<file path="src/rtl/addsub_accumulator.sv">
// Batch accumulator for signed adder/subtractor results: sums NUM_ITEMS beats, then offers the total.
// Define ADDSUB_ACC_SATURATE_EN to clamp on signed overflow instead of wrapping.
module addsub_accumulator #(
  parameter int DATAW     = 2,
  parameter int ACCW      = 16,
  parameter int NUM_ITEMS = 4
) (
  input  logic             clk,
  input  logic             rst,
  input  logic             i_valid,
  output logic             o_ready,
  input  logic [DATAW:0]   i_result,
  input  logic             i_clear,
  output logic             o_valid,
  input  logic             i_ready,
  output logic [ACCW-1:0]  o_sum,
  output logic             o_overflow
);

  // Handshakes: a transfer happens on a rising edge where valid && ready; the
  // producer holds valid and data stable until that edge, and ready never
  // depends on this block's own valid output.

  typedef enum logic {ACCUM = 1'b0, DONE = 1'b1} state_t;

  localparam int CNTW = (NUM_ITEMS > 1) ? $clog2(NUM_ITEMS) : 1;
  localparam logic [CNTW-1:0] LAST_CNT = CNTW'(NUM_ITEMS - 1);

  state_t            state_q, state_d;
  logic [ACCW-1:0]   acc_q, acc_d;
  logic [CNTW-1:0]   cnt_q, cnt_d;
  logic              ovf_q, ovf_d;

  logic [ACCW-1:0]   addend;
  logic [ACCW-1:0]   raw_sum;
  logic [ACCW-1:0]   add_res;
  logic              add_ovf;
  logic              take;

  assign addend  = ACCW'($signed(i_result));
  assign raw_sum = acc_q + addend;
  // Overflow: operands agree in sign but the sum does not.
  assign add_ovf = (acc_q[ACCW-1] == addend[ACCW-1]) &&
                   (raw_sum[ACCW-1] != acc_q[ACCW-1]);

`ifdef ADDSUB_ACC_SATURATE_EN
  always_comb begin
    add_res = raw_sum;
    if (add_ovf) begin
      add_res = acc_q[ACCW-1] ? {1'b1, {(ACCW-1){1'b0}}} : {1'b0, {(ACCW-1){1'b1}}};
    end
  end
`else
  assign add_res = raw_sum;
`endif

  assign o_ready    = (state_q == ACCUM) && !i_clear;
  assign take       = i_valid && o_ready;
  assign o_valid    = (state_q == DONE);
  assign o_sum      = acc_q;
  assign o_overflow = ovf_q;

  always_comb begin
    state_d = state_q;
    acc_d   = acc_q;
    cnt_d   = cnt_q;
    ovf_d   = ovf_q;
    case (state_q)
      ACCUM: begin
        if (i_clear) begin
          acc_d = '0;
          cnt_d = '0;
          ovf_d = 1'b0;
        end else if (take) begin
          acc_d = add_res;
          ovf_d = ovf_q | add_ovf;
          if (cnt_q == LAST_CNT) begin
            cnt_d   = '0;
            state_d = DONE;
          end else begin
            cnt_d = cnt_q + 1'b1;
          end
        end
      end
      DONE: begin
        if (i_ready) begin
          acc_d   = '0;
          cnt_d   = '0;
          ovf_d   = 1'b0;
          state_d = ACCUM;
        end
      end
      default: state_d = ACCUM;
    endcase
  end

  always_ff @(posedge clk) begin
    if (rst) begin
      state_q <= ACCUM;
      acc_q   <= '0;
      cnt_q   <= '0;
      ovf_q   <= 1'b0;
    end else begin
      state_q <= state_d;
      acc_q   <= acc_d;
      cnt_q   <= cnt_d;
      ovf_q   <= ovf_d;
    end
  end

endmodule
</file>
<file path="config.mk">
export PLATFORM = sky130hd
export DESIGN_NAME = addsub_accumulator
export DESIGN_NICKNAME = d
export VERILOG_FILES = /design/src/rtl/addsub_accumulator.sv
export SDC_FILE = /design/constraint.sdc
export NUM_CORES = 1
export LEC_CHECK = 0
export ABC_AREA = 1
export CAP_MARGIN = 10
export CORE_AREA = 10 10 87 66
export DETAILED_ROUTE_END_ITERATION = 10
export DIE_AREA = 0 0 97 76
export PLACE_DENSITY = 0.68
export SYNTH_ARGS = -nofsm -noshare
export SYNTH_HDL_FRONTEND = slang
export SYNTH_SLANG_ARGS = --single-unit
</file>
<file path="constraint.sdc">
create_clock -name clk -period 2.2 [get_ports clk]
set_input_delay 0.44 -clock clk [delete_from_list [all_inputs] [get_ports clk]]
set_output_delay 0.44 -clock clk [all_outputs]
set_load 0.05 [all_outputs]
</file>
Yosys cells after proc, flatten, opt, wreduce, memory -nomap -nowiden
Index checks and enable logic that the tools add are counted.
- output and inout port bits: 19
- flip-flop bits (word level): 20
- logic and storage cells: 36
- bits of input ports: 8
- add/sub/neg operators: 2
- reduce and logical (&&, ||, !) cells: 5
- equality and inequality tests: 5
- mux-type cells: 18
- bitwise gates (word level): 2
- operator list (kind ; count):
    $mux 16 ; 3
    $pmux 16 s2 ; 1
    $add 16x16->16 ; 1
    $mux 2 ; 4
    $mux 1 ; 7
    $pmux 1 s2 ; 2
    $pmux 2 s2 ; 1
    $logic_and 1x1->1 ; 3
    $ne 3x3->1 const B ; 1
    $add 2x1->2 const B ; 1
    $eq 2x2->1 const B ; 1
    $ne 2x2->1 const B ; 1
    $reduce_and 2->1 ; 1
    $eq 1x1->1 ; 1
    $logic_not 1->1 ; 1
    $ne 1x1->1 ; 1
    $not 1->1 ; 1
    $or 1x1->1 ; 1

Logic depth before layout (Yosys ltp)
Gate-level depths: netlist (run 1).
- depth in word-level cells: 7
- depth in mapped cells: 11
- mapped depth without buffers: 11

Worst setup path before layout (run 1)
Ideal clock, no wire load.
- path kind: reg2reg
- from: register acc_q[0], in the netlist o_sum[0]
- to: register acc_q[4], in the netlist o_sum[4]
- setup time: 0.123 ns
- arrival: 1.741 ns
- buffers on the path: 0
- setup slack: 0.337 ns
- data required time: 2.077 ns
- stages on the path, launching flop included: 9
- period minus slack after synthesis: 1.863 ns
- cells stage by stage: dfxtp_1 ha_1 fa_1 nand2_1 nand2_1 and2_4 or2_0 nand3_1 a21oi_2
- word-level cells in the longest chain between the ends: 4
- ends and longest elaborated chain (what ; RTL line ; source):
    from (decl) ; 30 ; logic [ACCW-1:0] acc_q, acc_d;
    from (signal assigned) ; 100 ; acc_q <= '0;
    from (signal assigned) ; 105 ; acc_q <= acc_d;
    $add 16x16->16 ; 41 ; assign raw_sum = acc_q + addend;
    $mux 16 ; 74 ; end else if (take) begin
    $mux 16 ; 70 ; if (i_clear) begin
    $pmux 16 s2 ; 68 ; case (state_q)
Every way passes these cells. The select of a mux whose other input is x is not followed.
A chain may end at the register's enable or synchronous reset.

Worst setup path after layout (run 1)
- from: input port i_result[2]
- to: register acc_q[14], in the netlist o_sum[14]
- word-level cells in the longest chain between the ends: 4
- ends and longest elaborated chain (what ; RTL line ; source):
    from (decl) ; 12 ; input logic [DATAW:0] i_result,
    $add 16x16->16 ; 41 ;
    $mux 16 ; 74 ;
    $mux 16 ; 70 ;
    $pmux 16 s2 ; 68 ;
Every way passes these cells. The select of a mux whose other input is x is not followed.

==> results.cfg, run 1 <==
[critical_path]
critical_path.max_fanout = 15
cpPeakStageDelay_ns = 0.45
critical_path_arrival_ns = 2.28
critPathCaptureType = register
cell_type_of_the_slowest_stage_on_the_worst_timing_path = sky130_fd_sc_hd__clkdlybuf4s50_1
timing.critical_path.from_type = input pin
cpMostUsedCell = sky130_fd_sc_hd__nand2_1
classification_of_the_worst_setup_path = input pin to register
crit_required_ns = 2.42
crit_path_cell_trace = clkdlybuf4s50_1 > buf_12 > ha_1 > or2_0 > nand3_1 > nand2_1 > nand2_2 > nand2_1 > nand2_1 > nand3_1 > a21oi_2

[clock_tree]
clock-root-buffer = sky130_fd_sc_hd__clkbuf_8
number_of_buffers_created_by_cts = 3
clk_pin_slew_ns = 0.09
htree_levels = 1
clock-sinks = 20
clockBufferDepth = 2
worst_skew_pair.late_latency_ns = 0.27
tritoncts_clock_tree = built
cts-hold-fix-buffers = 0

[layout]
finalNetCount = 341
final.fill_count = 406
antenna_cells = 0
final_core_util = 0.562
register_area_um2 = 400
multi_input_area_um2 = 1230
final_layout_size_suffix_gt1_frac = 0.232
synthToLayoutAreaGrowth_pct = 30.5

[outcome]
outcome = finished, final reports clean

[routing]
dr.pass1.iters = 4
drt-total-wl_um = 4470
vias = 1786
detailroute.wirelength.met3_um = 378
drtIter0Drc = 64
vias_per_cell = 4.83
dr.max_layer_used = met4
sum_of_met2_wire_segment_lengths_after_detailed_routing_um = 1910
detail_route.wl_per_cell_um = 12.1
drtAntennaViolNets = 0
drc = 0
route.layer.met1.wl_um = 2150

[synth]
ys_seq_elements = 20
synthesis.area_per_instance_um2 = 6.61
synth_most_common_cell = sky130_fd_sc_hd__nand2_1
synth-edff-count = 0
synth-async-reset-ratio = 0
syn_inst = 272
post_synth_instance_area_um2 = 1800
postSynthNetCount = 297
ys_top_cells_by_count = 81 x sky130_fd_sc_hd__nand2_1, 40 x sky130_fd_sc_hd__inv_1, 21 x sky130_fd_sc_hd__nand3_1
synth_top_area_cell = sky130_fd_sc_hd__dfxtp_1
ys.flop_type = sky130_fd_sc_hd__dfxtp_1
synth.yosys.seq_area_share = 0.223
synth.top_cell.area_share = 0.223
synthesis.yosys.warnings = 0
synth_cell_types = 29
yosys-top-cells-area = sky130_fd_sc_hd__dfxtp_1 22%, sky130_fd_sc_hd__nand2_1 17%, sky130_fd_sc_hd__ha_1 11%

[sta]
count_of_endpoints_failing_hold_in_the_final_timing_report = 0
clock-skew-final_ns = 0.00182
timing.slew.headroom = 0.659
post-route-period-util = 0.939
fin_setup_tns_ns = 0
slew_violations = 0
fmax_ghz = 0.484
setup-violations-final = 0
final_period_minus_worst_setup_slack_ns = 2.07
worst_pin_slew_ns = 0.509

[run]
timing.max_cap.violations = 0

[grt]
largest_net_degree_at_the_start_of_global_routing = 19
via_count_of_the_first_global_routing_pass = 1720
overflow_left_after_global_routing = 0
grt.total_usage = 0.119
antenna_found_initial = 0
first_pass_grt_wire_length_um = 7680

[die]
initial_utilization = 0.431
io-pin-count = 27
chipWidth_um = 97
fp.dieArea_um2 = 7370
die_h_um = 76
rows = 20
placeableCoreArea_um2 = 4180

[placement]
gpl.final_weighted_congestion = 0.859
dp_hpwl_um = 3430
port_buffers = 26

[power]
vdd_ir_drop_max_uv = 329
pwr_density_cell_nw_per_um2 = 493
leakage_nw = 1.12

[min_path]
worstHoldPathType = register to register
-- final cells by class --
type / instances / area share
tap: 55 / 0.0293
clock inverter: 1 / 0.0128
timing repair buffer: 43 / 0.175
inverter: 44 / 0.0714
sequential: 20 / 0.171
clock buffer: 3 / 0.0176
multi-input combinational: 204 / 0.523
-- cells by family after synthesis --
group	share of synthesized area
buf+inv	0.113
fa+ha+maj	0.122
compound gates	0.145
flops	0.223
simple gates	0.396
-- final timing paths --
kind	cells past startpoint	slack, ns	end	start
min reg2reg	2	0.46	o_overflow$_SDFFE_PP0P_	o_overflow$_SDFFE_PP0P_
min	2	0.46	o_overflow$_SDFFE_PP0P_	o_overflow$_SDFFE_PP0P_
max	11	0.13	o_sum[14]$_SDFFE_PP0P_	i_result[2]
max reg2reg	11	0.40	o_sum[14]$_SDFFE_PP0P_	o_sum[0]$_SDFFE_PP0P_
-- state kept, by name, indices dropped and copies added (netlist names) --
| name | flops |
|---|---|
| o_sum | 16 |
| cnt_q | 2 |
| o_overflow | 1 |
| o_valid | 1 |
-- repair_timing --
item                                    in CTS  in global routing
gates resized for setup                      0                  6
endpoints found under the setup margin       0                  2
setup buffers                                0                  0
-- layout by cell type, fill, tap and decap left out, drive strengths merged --
cell type	n
a21oi	28
clkbuf	3
nand2	100
ha	16
nand4	2
clkdlybuf4s50	25
nor3	4
fa	1
nand3b	2
a21boi	4
o21ai	7
nand3	23
or2	3
buf	18
inv	44
dfxtp	20
nor2	13
bufinv	1
and2	1
-- through the flow --
| step | cell area (um2) | power (mW) | worst slack [ns] | hold WS (ns) | cells |
|---|---|---|---|---|---|
| floorplan | 1800 | 0.643 | 0.337 | 0.429 | 272 |
| global placement | 2240 | 0.762 | -0.117 | 0.445 | 366 |
| detailed placement | 2240 | 0.766 | -0.137 | 0.446 | 366 |
| CTS | 2310 | 1.16 | 0.138 | 0.470 | 370 |
| global route | 2350 | 1.22 | -0.0149 | 0.490 | 370 |
| finish | 2350 | 1.16 | 0.134 | 0.462 | 370 |
-- routing by layer --
metal	vias up	GRT usage
met2	44	0.189
met4	0	0.0206
met1	789	0.150
met5	-	0
met3	4	0.0453
li1	949	-
-- critical path: cells and delay by family --
kind,cells,cell delay [ns]
and+or+nand+nor,7,0.75
AOI/OAI and AO/OA,1,0.11
adders and majority gates,1,0.33
buffers and inverters,2,0.62
-- where the power goes --
group	internal [mW]	total, mW	switching, mW
Sequential	0.378	0.394	0.0157
Combinational	0.150	0.374	0.224
Clock	0.244	0.391	0.147
No activity file was read; power rests on OpenSTA's default activity.
==> run 2: changes to the inputs <==
CORE_AREA = 10 10 83 64   (was 10 10 87 66)
DIE_AREA = 0 0 93 74   (was 0 0 97 76)
PLACE_DENSITY = 0.74   (was 0.68)
==> run 2 against run 1 <==
Against the previous run: clock power is 22% lower; via count is 2.0% higher; critical path type unchanged; sequential cell count stayed put; die area is 6.6% lower; sequential share of layout area is 0.14 points lower; first-iteration DRC count is 22% higher; worst setup slack better by 0.077 ns; non-clock buffer count is 1 higher; combinational power is 2% higher; global-route usage is 1.7 points higher.
==> results.cfg, run 2 (same netlist as run 1, synthesis figures left out) <==
[outcome]
outcome = finished, final reports clean

[routing]
drt-total-wl_um = 4690
detail_route.wl_per_cell_um = 12.7
vias = 1822
drc = 0
drtAntennaViolNets = 0
drtIter0Drc = 78
vias_per_cell = 4.95
dr.pass1.iters = 4

[layout]
synthToLayoutAreaGrowth_pct = 31.5
final_layout_size_suffix_gt1_frac = 0.237
postLayoutCellArea_um2 = 2370
most_frequent_cells_in_the_layout = 80 x sky130_fd_sc_hd__nand2_1, 40 x sky130_fd_sc_hd__inv_1, 24 x sky130_fd_sc_hd__clkdlybuf4s50_1, 21 x sky130_fd_sc_hd__nand3_1
finalNetCount = 342
antenna_cells = 0
stdcell_count = 368
final.fill_count = 363
largest_reg_flops = 16
layout_commonest_cell = sky130_fd_sc_hd__nand2_1

[clock_tree]
number_of_buffers_created_by_cts = 3
clock-root-buffer = sky130_fd_sc_hd__clkbuf_8
htree_levels = 1
clock-sinks = 20
postCtsSetupRepairBufs = 0
cts-hold-fix-buffers = 0
worst_skew_pair.late_latency_ns = 0.27
clk_pin_slew_ns = 0.09
tritoncts_clock_tree = built
clockBufferDepth = 2

[critical_path]
crit_required_ns = 2.41
critical_path_arrival_ns = 2.20
cell_type_of_the_slowest_stage_on_the_worst_timing_path = sky130_fd_sc_hd__clkdlybuf4s50_1
classification_of_the_worst_setup_path = input pin to register
cpPeakStageDelay_ns = 0.40
timing.critical_path.from_type = input pin
critical_path.max_fanout = 4
reg2reg_setup_slack_ns = 0.46
crit_path_cell_trace = clkdlybuf4s50_1 > ha_1 > fa_2 > nand2_1 > nand2_1 > nand3_1 > nand2_2 > nand2_1 > nand2_1 > nand2_1 > nand3_1 > a21oi_2
cpMostUsedCell = sky130_fd_sc_hd__nand2_1
critPathCaptureType = register

[die]
rows = 19
initial_utilization = 0.479
placeableCoreArea_um2 = 3760
chipWidth_um = 93
fp.dieArea_um2 = 6880
die_h_um = 74
io-pin-count = 27

[grt]
antenna_found_initial = 0
overflow_left_after_global_routing = 0
via_count_of_the_first_global_routing_pass = 1691
grt.total_usage = 0.136
first_pass_grt_wire_length_um = 7650
largest_net_degree_at_the_start_of_global_routing = 19

[placement]
pre_cts_ws_ns = -0.145
gpl.final_weighted_congestion = 0.881
detailed_place.area_um2 = 2240
port_buffers = 26
place.detailed.instances = 363
dp_hpwl_um = 3490

[sta]
count_of_endpoints_failing_hold_in_the_final_timing_report = 0
rsz0062_at_grt = no
fmax_ghz = 0.503
post-route-period-util = 0.904
final_critical_path_setup_slack_ns = 0.210
slew_violations = 0
final.hold.worst_slack_ns = 0.457
clock-skew-final_ns = 0.00614
setup-violations-final = 0
timing.slew.headroom = 0.650
final_period_minus_worst_setup_slack_ns = 1.99
worst_pin_slew_ns = 0.524

[power]
leakage_nw = 1.13
post-layout-total-power_mw = 1.08
pwr_density_cell_nw_per_um2 = 456
vdd_ir_drop_max_uv = 394

[run]
timing.max_cap.violations = 0

[min_path]
worstHoldPathType = register to register
==> run 2: final timing paths <==
check                                             start                      end  cells past startpoint
worst max-delay path                        i_result[0]   o_sum[14]$_SDFFE_PP0P_                     12
worst min-delay path            o_overflow$_SDFFE_PP0P_  o_overflow$_SDFFE_PP0P_                      2
worst max register to register    o_sum[0]$_SDFFE_PP0P_   o_sum[14]$_SDFFE_PP0P_                     11
worst min register to register  o_overflow$_SDFFE_PP0P_  o_overflow$_SDFFE_PP0P_                      2
==> run 2: worst max-delay path, delay by kind of cell <==
family                     cells  cell delay [ns]
and+or+nand+nor                8             0.68
adders and majority gates      2             0.57
buffers and inverters          1             0.40
AOI/OAI and AO/OA              1             0.12
==> run 2: stage by stage <==
| step | utilization | TNS [ns] |
|---|---|---|
| after floorplan | - | 0 |
| after global placement | 0.596 | -0.942 |
| after detailed placement | 0.596 | -1.34 |
| after CTS | 0.611 | 0 |
| after global routing | 0.630 | 0 |
| final | 0.630 | 0 |
==> run 2: final cells by class <==
cell class / count / area [um2] / area share
Timing Repair Buffer: 44 / 438 / 0.185
Sequential cell: 20 / 400 / 0.169
Inverter: 44 / 168 / 0.0709
Clock buffer: 4 / 55.1 / 0.0233
Tap cell: 52 / 65.1 / 0.0275
Multi-Input combinational cell: 204 / 1240 / 0.524
==> run 2: layer usage <==
metal | vias to the layer above | global-route usage | share of wire
met3 | 6 | 0.0553 | 0.069
met2 | 39 | 0.210 | 0.42
met5 | - | 0 | 0
met1 | 817 | 0.173 | 0.50
met4 | 0 | 0.0307 | 0.010
li1 | 960 | - | -
==> run 2: power by group <==
| part | internal, mW | leakage (nW) | switching (mW) |
|---|---|---|---|
| clock network | 0.160 | 0.0288 | 0.145 |
| registers | 0.378 | 0.163 | 0.0160 |
| logic | 0.153 | 0.940 | 0.228 |
==> run 2: timing repair <==
| action | 4_1_cts | 5_1_grt |
|---|---|---|
| hold endpoints to repair | 0 | 0 |
| resized for setup | 0 | 7 |
| setup endpoints to repair | 0 | 4 |
==> run 3: changes to the inputs <==
CORE_AREA = 3 3 76 57   (was 10 10 83 64)
DIE_AREA = 0 0 79 60   (was 0 0 93 74)
GPL_ROUTABILITY_DRIVEN = 0   (was default)
==> run 3 against run 2 <==
Against the previous run: wire length decreased by 5.3%; critical endpoint is now o_sum[6]$_SDFFE_PP0P_; non-clock buffer count increased by 3; sequential cell count unchanged; critical path depth decreased by 3.
==> results.cfg, run 3 (same netlist as run 1, synthesis figures left out) <==
[layout]
finalNetCount = 345
largest_reg_flops = 16
final.fill_count = 337
stdcell_count = 369
synthToLayoutAreaGrowth_pct = 29.8
layout_commonest_cell = sky130_fd_sc_hd__nand2_1
final_layout_size_suffix_gt1_frac = 0.232
postLayoutCellArea_um2 = 2340
most_frequent_cells_in_the_layout = 80 x sky130_fd_sc_hd__nand2_1, 40 x sky130_fd_sc_hd__inv_1, 25 x sky130_fd_sc_hd__clkdlybuf4s50_1, 21 x sky130_fd_sc_hd__nand3_1
final_core_util = 0.656
antenna_cells = 0

[placement]
place.detailed.instances = 365
pre_cts_ws_ns = -0.120
port_buffers = 26
detailed_place.area_um2 = 2270
dp_hpwl_um = 3440

[routing]
vias = 1819
detail_route.wl_per_cell_um = 12.0
vias_per_cell = 4.93
drtAntennaViolNets = 0
dr.pass1.iters = 4
drtIter0Drc = 103
drt-total-wl_um = 4440
drc = 0

[power]
clkPwrFrac = 0.276
power.share.switching = 0.352
pwr_density_cell_nw_per_um2 = 455
seq_power_share = 0.370
vdd_ir_drop_max_uv = 395
intPower_uw = 689
leakage_nw = 1.14
switchingPower_uw = 374
share_comb_of_total_power = 0.355

[die]
io-pin-count = 27
chipWidth_um = 79
placeableCoreArea_um2 = 3560
rows = 18
initial_utilization = 0.506
fp.dieArea_um2 = 4740
die_h_um = 60

[clock_tree]
clockBufferDepth = 2
clock-root-buffer = sky130_fd_sc_hd__clkbuf_8
htree_levels = 1
clk_pin_slew_ns = 0.08
tritoncts_clock_tree = built
clock-sinks = 20
number_of_buffers_created_by_cts = 3
worst_skew_pair.late_latency_ns = 0.26

[sta]
setup-violations-final = 0
final_period_minus_worst_setup_slack_ns = 2.10
count_of_endpoints_failing_hold_in_the_final_timing_report = 0
fmax_ghz = 0.475
final_critical_path_setup_slack_ns = 0.0957
post-route-period-util = 0.956
rsz0062_at_grt = yes
clock-skew-final_ns = 0.00111
worst_pin_slew_ns = 0.514
slew_violations = 0
timing.slew.headroom = 0.656

[grt]
antenna_found_initial = 0
grt.total_usage = 0.206
largest_net_degree_at_the_start_of_global_routing = 17
overflow_left_after_global_routing = 0
first_pass_grt_wire_length_um = 7750
via_count_of_the_first_global_routing_pass = 1721

[min_path]
min-delay-start = o_overflow$_SDFFE_PP0P_
worstHoldPathType = register to register

[critical_path]
timing.critical_path.from_type = input pin
crit_path_start = i_result[2]
critical_path_arrival_ns = 2.31
crit_required_ns = 2.40
critPathCaptureType = register
rr_startpoint = o_sum[0]$_SDFFE_PP0P_
critical_path.max_fanout = 15
classification_of_the_worst_setup_path = input pin to register

[run]
timing.max_cap.violations = 0

[outcome]
outcome = finished, final reports clean
[run 3: cell types whose count changed in the layout (fill, tap and decap cells not counted)]
cell / before / now
sky130_fd_sc_hd__ha_4: 3 / 1
sky130_fd_sc_hd__dlymetal6s2s_1: 1 / 0
sky130_fd_sc_hd__buf_4: 16 / 20
sky130_fd_sc_hd__fa_2: 1 / 0
sky130_fd_sc_hd__clkbuf_16: 1 / 0
sky130_fd_sc_hd__clkdlybuf4s50_1: 24 / 25
sky130_fd_sc_hd__ha_1: 12 / 15
sky130_fd_sc_hd__fa_1: 0 / 1
sky130_fd_sc_hd__ha_2: 1 / 0
[run 3: final timing paths]
kind / cells past startpoint / slack [ns] / to
max: 9 / 0.1 / o_sum[6]$_SDFFE_PP0P_
min: 2 / 0.47 / o_overflow$_SDFFE_PP0P_
max reg2reg: 9 / 0.36 / o_sum[6]$_SDFFE_PP0P_
min reg2reg: 2 / 0.47 / o_overflow$_SDFFE_PP0P_
[run 3: routing by layer]
metal  vias up  track usage  wire, um
li1        968            -         -
met1       808        0.288      2330
met2        39        0.337      1880
met3         4       0.0407       197
met4         0       0.0343        35
met5         -            0         0
[run 3: critical path, stage by stage]
cell and delay (ns):
sky130_fd_sc_hd__clkdlybuf4s50_1 0.45, sky130_fd_sc_hd__buf_12 0.17, sky130_fd_sc_hd__ha_1 0.32, sky130_fd_sc_hd__or2_0 0.23, sky130_fd_sc_hd__nand3_1 0.09, sky130_fd_sc_hd__nand2_1 0.10, sky130_fd_sc_hd__a21boi_0 0.17, sky130_fd_sc_hd__o21ai_0 0.18
sky130_fd_sc_hd__a21oi_2 0.15
[run 3: power groups by stage]
stage,combinational (mW),clock [mW],sequential [mW]
5_1_grt,0.417,0.315,0.395
3_3_place_gp,0.365,0,0.401
3_5_place_dp,0.370,0,0.401
4_1_cts,0.372,0.306,0.392
2_1_floorplan,0.196,0,0.448
6_report,0.377,0.293,0.393
[run 3: repair_timing]
action | 4_1_cts | 5_1_grt
resized for setup | 0 | 2
setup buffers | 0 | 0
endpoints found under the setup margin | 0 | 2
hold buffers | 0 | 0
[run 3: per-stage QoR]
step                      TNS [ns]  power, mW  hold slack, ns
after global placement      -0.518      0.766           0.447
after CTS                        0       1.07           0.470
after global routing       -0.0366       1.13           0.493
final                            0       1.06           0.474
after floorplan                  0      0.643           0.429
after detailed placement    -0.923      0.770           0.452
[run 3: layout make-up]
| cell class | count | area (um2) | share of cell area |
|---|---|---|---|
| clock buffers | 4 | 55.1 | 0.0236 |
| multi-input cells | 204 | 1210 | 0.518 |
| inverters | 44 | 168 | 0.0718 |
| flip-flops and latches | 20 | 400 | 0.171 |
| repair buffers | 47 | 440 | 0.189 |
| well taps | 50 | 62.6 | 0.0268 |
